===== config.mk =====
export PLATFORM = sky130hd
export DESIGN_NAME = alu_seq_muldiv
export DESIGN_NICKNAME = d
export VERILOG_FILES = /design/src/rtl/alu_seq_muldiv.sv
export SDC_FILE = /design/constraint.sdc
export NUM_CORES = 1
export LEC_CHECK = 0
export ABC_AREA = 1
export ABC_CLOCK_PERIOD_IN_PS = 7850
export CELL_PAD_IN_SITES_DETAIL_PLACEMENT = 0
export CELL_PAD_IN_SITES_GLOBAL_PLACEMENT = 2
export CORE_ASPECT_RATIO = 0.8
export CORE_MARGIN = 1.5
export CORE_UTILIZATION = 30
export CTS_BUF_LIST = sky130_fd_sc_hd__clkbuf_4 sky130_fd_sc_hd__clkbuf_8
export CTS_CLUSTER_SIZE = 8
export DETAILED_ROUTE_END_ITERATION = 10
export PLACE_DENSITY = 0.83
export SYNTH_ARGS = -nofsm -noshare
export SYNTH_HDL_FRONTEND = slang
export SYNTH_SLANG_ARGS = --single-unit

===== constraint.sdc =====
create_clock -name clk -period 7.85 [get_ports clk]
set_input_delay 1.1775 -clock clk [delete_from_list [all_inputs] [get_ports clk]]
set_output_delay 1.1775 -clock clk [all_outputs]
set_load 0.03 [all_outputs]

===== src/rtl/alu_seq_muldiv.sv =====
// Multi-cycle unsigned MUL/DIV sequencer that borrows the execute-stage ALU,
// issuing one ALU operation per cycle and capturing its result at the edge.
module alu_seq_muldiv #(
    parameter int          WIDTH    = 32,
    parameter logic [3:0]  CL_ADD   = 4'b0010,
    parameter logic [3:0]  CL_SUB   = 4'b0011,
    parameter logic [3:0]  CL_SHL   = 4'b0100,
    parameter logic [3:0]  CL_SHR   = 4'b0101,
    parameter logic [3:0]  CL_PASSB = 4'b0111
) (
    input  logic             clk,
    input  logic             rst,
    input  logic             start,
    input  logic             op,
    input  logic [WIDTH-1:0] opa,
    input  logic [WIDTH-1:0] opb,
    output logic             busy,
    output logic             done,
    output logic [WIDTH-1:0] res_lo,
    output logic [WIDTH-1:0] res_hi,
    output logic             dz,
    output logic [WIDTH-1:0] alu_a,
    output logic [WIDTH-1:0] alu_b,
    output logic [3:0]       alu_cline,
    input  logic [WIDTH-1:0] alu_res,
    input  logic             alu_zero
);

    typedef enum logic [2:0] {
        S_IDLE,
        S_CHK,
        S_M_ADD,
        S_M_SHL,
        S_M_SHR,
        S_D_SHL,
        S_D_SUB,
        S_DONE
    } state_t;

    state_t state_reg, state_next;

    // acc doubles as the DIV remainder, mcand as the shifting dividend and
    // mplr as the constant divisor, so both loops share one register set.
    logic             op_reg,     op_next;
    logic [WIDTH-1:0] acc_reg,    acc_next;
    logic [WIDTH-1:0] mcand_reg,  mcand_next;
    logic [WIDTH-1:0] mplr_reg,   mplr_next;
    logic [WIDTH-1:0] quo_reg,    quo_next;
    logic [4:0]       cnt_reg,    cnt_next;
    logic             carry_reg,  carry_next;
    logic [WIDTH-1:0] res_lo_reg, res_lo_next;
    logic [WIDTH-1:0] res_hi_reg, res_hi_next;
    logic             dz_reg,     dz_next;

    logic [WIDTH-1:0] rem_new;
    logic [WIDTH-1:0] quo_new;
    logic             quo_bit;

    always_ff @(posedge clk or posedge rst) begin
        if (rst) begin
            state_reg  <= S_IDLE;
            op_reg     <= 1'b0;
            acc_reg    <= '0;
            mcand_reg  <= '0;
            mplr_reg   <= '0;
            quo_reg    <= '0;
            cnt_reg    <= '0;
            carry_reg  <= 1'b0;
            res_lo_reg <= '0;
            res_hi_reg <= '0;
            dz_reg     <= 1'b0;
        end else begin
            state_reg  <= state_next;
            op_reg     <= op_next;
            acc_reg    <= acc_next;
            mcand_reg  <= mcand_next;
            mplr_reg   <= mplr_next;
            quo_reg    <= quo_next;
            cnt_reg    <= cnt_next;
            carry_reg  <= carry_next;
            res_lo_reg <= res_lo_next;
            res_hi_reg <= res_hi_next;
            dz_reg     <= dz_next;
        end
    end

    always_comb begin
        state_next  = state_reg;
        op_next     = op_reg;
        acc_next    = acc_reg;
        mcand_next  = mcand_reg;
        mplr_next   = mplr_reg;
        quo_next    = quo_reg;
        cnt_next    = cnt_reg;
        carry_next  = carry_reg;
        res_lo_next = res_lo_reg;
        res_hi_next = res_hi_reg;
        dz_next     = dz_reg;
        alu_a       = '0;
        alu_b       = '0;
        alu_cline   = CL_PASSB;
        rem_new     = acc_reg;
        quo_bit     = 1'b0;
        quo_new     = quo_reg;

        case (state_reg)
            S_IDLE: begin
                if (start) begin
                    op_next     = op;
                    mcand_next  = opa;
                    mplr_next   = opb;
                    acc_next    = '0;
                    quo_next    = '0;
                    cnt_next    = '0;
                    carry_next  = 1'b0;
                    res_lo_next = '0;
                    res_hi_next = '0;
                    dz_next     = 1'b0;
                    state_next  = S_CHK;
                end
            end

            S_CHK: begin
                // Route the divisor/multiplier through the ALU to get its zero flag.
                alu_b     = mplr_reg;
                alu_cline = CL_PASSB;
                if (alu_zero) begin
                    if (op_reg) begin
                        res_lo_next = '1;
                        res_hi_next = mcand_reg;
                        dz_next     = 1'b1;
                    end else begin
                        res_lo_next = '0;
                    end
                    state_next = S_DONE;
                end else begin
                    acc_next   = '0;
                    quo_next   = '0;
                    carry_next = 1'b0;
                    cnt_next   = 5'd31;
                    if (op_reg)
                        state_next = S_D_SHL;
                    else if (mplr_reg[0])
                        state_next = S_M_ADD;
                    else
                        state_next = S_M_SHL;
                end
            end

            S_M_ADD: begin
                alu_a      = acc_reg;
                alu_b      = mcand_reg;
                alu_cline  = CL_ADD;
                acc_next   = alu_res;
                state_next = S_M_SHL;
            end

            S_M_SHL: begin
                alu_a      = mcand_reg;
                alu_b      = WIDTH'(1);
                alu_cline  = CL_SHL;
                mcand_next = alu_res;
                state_next = S_M_SHR;
            end

            S_M_SHR: begin
                alu_a     = mplr_reg;
                alu_b     = WIDTH'(1);
                alu_cline = CL_SHR;
                mplr_next = alu_res;
                // Stop as soon as no multiplier bits remain.
                if (alu_zero) begin
                    res_lo_next = acc_reg;
                    res_hi_next = '0;
                    state_next  = S_DONE;
                end else if (alu_res[0]) begin
                    state_next = S_M_ADD;
                end else begin
                    state_next = S_M_SHL;
                end
            end

            S_D_SHL: begin
                alu_a      = acc_reg;
                alu_b      = WIDTH'(1);
                alu_cline  = CL_SHL;
                carry_next = acc_reg[WIDTH-1];
                acc_next   = alu_res | {{(WIDTH-1){1'b0}}, mcand_reg[WIDTH-1]};
                mcand_next = {mcand_reg[WIDTH-2:0], 1'b0};
                state_next = S_D_SUB;
            end

            S_D_SUB: begin
                alu_a     = acc_reg;
                alu_b     = mplr_reg;
                alu_cline = CL_SUB;
                // The shifted-out carry makes the remainder 33 bits wide here.
                if ({carry_reg, acc_reg} >= {1'b0, mplr_reg}) begin
                    rem_new = alu_res;
                    quo_bit = 1'b1;
                end
                quo_new  = {quo_reg[WIDTH-2:0], quo_bit};
                acc_next = rem_new;
                quo_next = quo_new;
                if (cnt_reg == 5'd0) begin
                    res_lo_next = quo_new;
                    res_hi_next = rem_new;
                    state_next  = S_DONE;
                end else begin
                    cnt_next   = cnt_reg - 5'd1;
                    state_next = S_D_SHL;
                end
            end

            S_DONE: begin
                state_next = S_IDLE;
            end

            default: begin
                state_next = S_IDLE;
            end
        endcase
    end

    assign busy   = (state_reg != S_IDLE) && (state_reg != S_DONE);
    assign done   = (state_reg == S_DONE);
    assign res_lo = res_lo_reg;
    assign res_hi = res_hi_reg;
    assign dz     = dz_reg;

endmodule


# Yosys cells after proc, flatten, opt, wreduce, memory -nomap -nowiden
# Cells that the tools add are included.
# word_totals
register_bits	202
inputBits	101
output_inout_bits	135
word_cells	95
# op_classes
add_sub_neg	1
order_cmp	1
eq_ne	15
muxes	41
bitwise	1
reduce_logical	25
# op_table
cell	n
32-bit 2-to-1 mux	13
32-bit case mux with 3 select lines	3
32-bit case mux with 4 select lines	2
32-bit case mux with 5 select lines	1
31-bit case mux with 3 select lines	1
32-bit case mux with 2 select lines	1
33-bit by 32-bit greater-or-equal comparator with 1-bit output	1
32-bit by 1-bit bitwise OR with 32-bit output	1
3-bit case mux with 8 select lines	1
5-bit 2-to-1 mux	3
5-bit case mux with 3 select lines	1
2-bit inequality test, second input constant	7
3-bit == test, second input constant	4
3-bit 2-to-1 mux	4
3-bit case mux with 4 select lines	1
3-bit nonzero test	4
3-bit AND reduction	3
4-bit AND reduction	2
1-bit 2-to-1 mux	7
3-bit by 2-bit == test with 1-bit output, second input constant	2
2-bit AND reduction	3
6-bit AND reduction	1
3-bit OR reduction	2
5-bit zero test	1
13 further kinds	15

# Longest topological paths before layout
# Gate-level depths: netlist of the first run.
# logic_depth
depth_word	4
depth_mapped	17
ltp_nobuf	16

# Worst setup path after synthesis of the first run
# Ideal clock, no wire load.
# synth_timing
path_type	register -> output
from	register state_reg[2]
to	output port alu_b[0]
arrival_time_ps	2418
required_ps	6673
path_slack_ps	4254
stages_incl_launch_ff	9
path_buffers	2
cell_sequence	dfrtp_1 inv_2 nor2_2 nand2_2 inv_2 buf_2 buf_2 nor3_1 o221ai_1
# synth_between
elab_chain_cells	3
elab_cells_between_ends	9
classes_between	6 x eq/ne; 1 x mux; 2 x reduce/logical
# synth_rtl
item	line_no	source
from (decl)	40	state_t state_reg, state_next;
from (signal assigned)	73	state_reg <= state_next;
3-bit == test (tied with other cells)	106	case (state_reg)
3-bit OR reduction (no source line) / 2-bit OR reduction (equally long branches)	--	
32-bit case mux with 3 select lines (*)	106	
to (decl)	23	output logic [WIDTH-1:0] alu_b,
# Every way passes the cells marked *; elsewhere a longest branch is shown, timed or not.

# Worst setup path in the final report of the first run
# layout_timing
from	register state_reg[1]
to	output port alu_a[30]
# layout_between
elab_chain_cells	3
elab_cells_between_ends	7
classes_between	5 x eq/ne; 1 x mux; 1 x reduce/logical
# layout_rtl
item	line_no	source
3-bit == test / 3-bit by 2-bit == test with 1-bit output (equally long branches)	106	
3-bit OR reduction (no source line)	--	
32-bit case mux with 3 select lines (*)	106	
to (decl)	22	output logic [WIDTH-1:0] alu_a,
# Marks and branches as above.

==> results.tsv, run 1 <==
metric	value	unit
status	finished clean	
DRT Wirelength	46700	um
post-synthesis sequential area ratio	44.2	%
Top Metal Used	met5	
Met1 Routed Length	21000	um
switching share of power	53.3	%
CORE AREA	0.0373	mm2
Initial Util	30.7	%
CP max FO	20	
startpoint types	flop	
synth top area cells	dfrtp_1, nand2_1, a21oi_1	
full die area	0.0393	mm2
unrepaired setup endpoints after global routing	no	
sw power	4.54	mW
CP Launch Point	state_reg[1]	
count of input and output buffers	234	
Nets	1805	
Util after Layout	40.2	%
HP Class	reg2reg	
total negative slack	0	ns
Reg2Reg Setup Slack	3.88	ns
reg2reg path depth	10	
clock skew	0.0219	ns
wire per inst	21.3	um
antenna viol nets, final	0	
DP HPWL	31000	um
Max Transition Viols Final	0	
leading area contributor after synthesis	dfrtp_1	
Final Hold Fails	0	
Post-CTS Setup Inserts	0	
Clock Latency Late Sink	0.57	ns
Max rail drop VDD	250	uV
most frequent cells in the layout	nand2_1, clkdlybuf4s50_1, dfrtp_1	
power share of the sequential group	22.9	%
most common cell after layout, fill and taps aside	nand2_1	
Final Critical Period	4.96	ns
via count	11400	
Max Cap Violations	0	
Critical Path Sink Type	primary output	
CTS Hold Bufs	0	
die height	178	um
synthesized net count	1611	
Logic pwr share	63.3	%
endpoints failing setup	0	
synth warn	0	
CTS H-tree depth	2	
LEAKAGE	6.58	nW
maximum clock path buffer count	3	
syn_area_per_cell	7.74	um2
Synth cell types	33	
fin crit share	63.2	%
Mapped Cells	1477	
Max-Slew Margin vs Limit	25.3	%
Worst EP required	6.67	ns
P_int	3.97	mW
reg2reg start	state_reg[2]	
Die Wd	221	um
DRT Pass-1 Iters	5	
layout cells sized above 1	8.00	%
Least-Margin Pin Slew	1.12	ns
Max Fclk	0.202	GHz
Sink Count	202	
largest net degree at the start of global routing	99	
Cells after DPL	2117	
DRC Markers	0	
Clock power frac	13.8	%
GR Overflow Total	0	
initial antenna violation count	3	
CTS Buf Count	39	
clock-pin slew on the worst setup and hold paths	0.06	ns
Total GRT Usage	23.6	%
PwrDens	568	mW/mm2
CP arrival	3.78	ns
critical path type	reg2out	
Mapped Area	0.0114	mm2
met2 WL	20300	um
Yosys top cell area share	44.2	%
CTS tree	yes	
synthesis-to-finish area growth	31.0	%
Critical Path End	alu_a[30]	
routed vias/inst	5.22	
WL met3	3880	um
clock root cell	clkbuf_8	
register bit count reported by yosys	202	
Row Count	63	
final weighted congestion in routability-driven placement	0.858	
final std cells w/o fill	2188	
global-route wire length before repair	70300	um
Resized cells post-CTS	0	
IO Pins	236	
DR iter-0 viols	909	
vias in the first global route	11200	
Reg-to-Reg End	res_hi[10]	
## kinds of logic after synthesis
group	synth area share, %
buffers and inverters	10.6
AND/OR/NAND/NOR	16.7
adder cells (fa/ha/maj)	3.61
flip-flops	44.2
other	0.0328
AO/OA/AOI/OAI	24.8
## synth_stat cells
cell type	n
nand4_1	3
a21o_1	1
buf_6	4
and2_1	1
nor3_4	1
buf_4	3
nand2_2	5
nand2_1	249
nor3_2	1
conb_1	1
ha_1	33
nor2_1	126
nor3_1	3
o221ai_1	43
o21ai_0	114
nor4_1	1
o22ai_1	82
nor2_8	1
nor2_2	5
inv_4	1
nand3_1	69
dfrtp_1	202
inv_1	195
clkbuf_1	53
buf_2	31
a221oi_1	31
o21ai_1	12
buf_1	9
o21a_1	3
a21oi_2	19
a31oi_1	3
a21oi_1	166
inv_2	6
## how the worst min path moves through the flow
stage                             from           end  slack (ns)  cells after the start
after global placement    mplr_reg[24]  mplr_reg[24]        0.46                      2
final                     mplr_reg[27]  mplr_reg[27]        0.48                      2
after CTS                 mplr_reg[19]  mplr_reg[19]        0.49                      2
after floorplan           mplr_reg[10]  mplr_reg[10]        0.45                      2
after global routing      mplr_reg[26]  mplr_reg[26]        0.51                      2
after detailed placement  mplr_reg[19]  mplr_reg[19]        0.47                      2
## final cells by class
class	count	area, um2
Fill cell	3807	22300
Multi-Input combinational cell	973	5200
Sequential cell	202	5050
Timing Repair Buffer	253	2480
Clock buffer	66	808
Inverter	202	769
Tap cell	487	609
Clock inverter	4	55.1
Antenna cell	1	2.50
## worst max-delay path: stages (launching register included)
cell and delay (ns):
dfrtp_1 0.44, nor2_2 0.22, inv_1 0.06, nor2_1 0.30, nor2_1 0.15, nand2_1 0.72
buf_4 0.35, nand2_1 0.08, o221ai_1 0.12, clkdlybuf4s50_1 0.75
## power by group through the flow
stage	clock (mW)	combinational (mW)	sequential, mW
floorplan	0	3.21	2.08
global placement	0	5.33	1.96
detailed placement	0	5.37	1.96
CTS	1.20	5.40	1.95
global route	1.25	5.89	2.00
finish	1.18	5.38	1.95
## per-layer routing
metal	GRT usage, %	vias up
li1	-	5408
met1	32.4	5451
met2	36.3	490
met3	5.84	67
met4	7.70	2
met5	0	-
## through the flow
step / total power, mW / setup slack [ns] / area (um2) / hold slack, ns
CTS: 8.55 / 2.86 / 15000 / 0.487
global placement: 7.29 / 3.41 / 14100 / 0.465
detailed placement: 7.33 / 3.40 / 14100 / 0.472
floorplan: 5.29 / 1.16 / 11400 / 0.453
finish: 8.51 / 2.89 / 15000 / 0.483
global route: 9.13 / 2.69 / 15000 / 0.506
Note: power is estimated with default switching activity, not from simulation.
==> inputs of run 2 (changes only) <==
ABC_CLOCK_PERIOD_IN_PS = 4100   (was 7850)
CORE_UTILIZATION = 27   (was 30)
PLACE_DENSITY = 0.78   (was 0.83)
clock period = 4.1 ns   (was 7.85 ns; I/O delays follow)
==> run 2 against run 1 <==
Global-route usage fell by 1.3 points. Critical path depth fell by 3. First-iteration DRC count rose by 3.5%. Clock power rose by 86%. Core utilization fell by 2.5 points. Wire length rose by 4.4%. Sequential share of layout area fell by 1.6 points. Combinational power rose by 120%. Largest cell class unchanged.
==> results.tsv, run 2 (synthesis gave the netlist of run 1 again) <==
metric	value	unit	change
wire per inst	21.6	um	+1.3%
antenna viol nets, final	0		unchanged
Clock Latency Late Sink	0.58	ns	about the same
Resized cells post-CTS	0		unchanged
routed vias/inst	5.15		-1.4%
CP max FO	43		+110%
critical path type	reg2out		
largest net degree at the start of global routing	112		+13%
CP arrival	2.92	ns	-0.86 ns
Max rail drop VDD	676	uV	+170%
CTS Buf Count	39		unchanged
Total GRT Usage	22.3	%	-1.3 points
Max Transition Viols Final	0		unchanged
die height	187	um	+5.3%
Reg-to-Reg End	acc_reg[19]		
CORE AREA	0.0418	mm2	+12%
endpoints failing setup	0		unchanged
most common cell after layout, fill and taps aside	nand2_1		
final weighted congestion in routability-driven placement	0.862		+0.49%
hold slack	0.471	ns	-0.0128 ns
maximum clock path buffer count	3		unchanged
Worst EP required	3.48	ns	-3.19 ns
DP HPWL	32800	um	+5.8%
Initial Util	27.3	%	-3.3 points
initial antenna violation count	0		-3
Post-CTS Setup Inserts	0		unchanged
CP delay by family, top	buffers and inverters		
fin crit share	86.3	%	
status	finished clean		
IO Pins	236		unchanged
via count	11600		+1.7%
vias in the first global route	11500		+2.0%
count of input and output buffers	234		unchanged
startpoint types	flop		
crit path max-delay cell type	inv_2		
Final Hold Fails	0		unchanged
global-route wire length before repair	73900	um	+5.1%
critical path, cell by cell	nand2_1 -> nor2_1 -> inv_2 -> buf_4 -> o221ai_1 -> buf_12		
DRT Pass-1 Iters	5		unchanged
Least-Margin Pin Slew	1.11	ns	-0.00742 ns
LEAKAGE	6.92	nW	+5.2%
Layout fillers	4273		+12%
PwrDens	1110	mW/mm2	+96%
antenna diode count	0		-1
DRC Markers	0		unchanged
layout cells sized above 1	11.9	%	+3.9 points
Die Wd	233	um	+5.3%
CTS tree	yes		
reg2reg start	state_reg[1]		
most frequent cells in the layout	nand2_1, dfrtp_1, inv_1		
GR Overflow Total	0		unchanged
clock-pin slew on the worst setup and hold paths	0.06	ns	about the same
reg2reg path depth	10		unchanged
CTS H-tree depth	2		unchanged
Final Critical Period	3.54	ns	
synthesis-to-finish area growth	37.7	%	
Sink Count	202		unchanged
Critical Path Sink Type	primary output		
Max Fclk	0.283	GHz	
Row Count	67		+6.3%
max incr delay on CP	0.64	ns	-0.11 ns
total negative slack	0	ns	unchanged
full die area	0.0436	mm2	+11%
DRT Wirelength	48700	um	+4.4%
DR iter-0 viols	941		+3.5%
HP Class	in2async		
Nets	1810		+0.28%
Max Cap Violations	0		unchanged
Util after Layout	37.6	%	-2.5 points
CTS Hold Bufs	0		unchanged
clock root cell	clkbuf_8		
Max-Slew Margin vs Limit	25.8	%	+0.49 points
clock skew	0.0261	ns	+0.00425 ns
unrepaired setup endpoints after global routing	no		
Bufs and invs on worst path	3		unchanged
Reg2Reg Setup Slack	1.25	ns	-2.63 ns
==> run 2: worst max-delay path by stage <==
stage / start / endpoint / slack, ns / depth (start not counted)
CTS: state_reg[0] / alu_a[25] / 0.58 / 6
floorplan: rst / acc_reg[0] / 0.87 / 1
finish: state_reg[0] / alu_a[26] / 0.56 / 6
detailed placement: state_reg[1] / alu_a[29] / 1.24 / 9
global placement: state_reg[0] / alu_a[27] / 1.27 / 6
global route: state_reg[0] / alu_a[26] / 0.39 / 6
==> run 2: per-stage QoR <==
stage               instances  instance area [um2]  total power, mW  setup WS, ns
CTS                      2255                15700             17.6         0.578
global placement         2187                14900             15.3          1.27
finish                   2255                15700             17.6         0.562
floorplan                1477                11400             10.1         0.869
global route             2255                15700             18.8         0.387
detailed placement       2187                14900             15.4          1.24
==> run 2: per-layer routing <==
layer	wire length [um]	track usage, %	vias up
met5	0	0	-
met4	824	4.94	0
met3	3290	4.05	63
met2	21900	35.2	450
met1	22700	31.6	5665
li1	-	-	5429
==> run 2: layout make-up <==
type / instances / area (um2) / area share, %
tap: 552 / 691 / 4.39
inverter: 202 / 766 / 4.86
timing repair buffer: 258 / 3210 / 20.4
sequential: 202 / 5050 / 32.1
multi-input combinational: 973 / 5190 / 33.0
clock buffer: 61 / 758 / 4.82
clock inverter: 7 / 66.3 / 0.421
==> run 2: power breakdown <==
group | switching (mW) | leakage, nW | total, mW | internal [mW]
Combinational | 7.26 | 3.94 | 11.6 | 4.37
Sequential | 0.839 | 2.54 | 3.72 | 2.88
Clock | 0.964 | 0.439 | 2.20 | 1.24
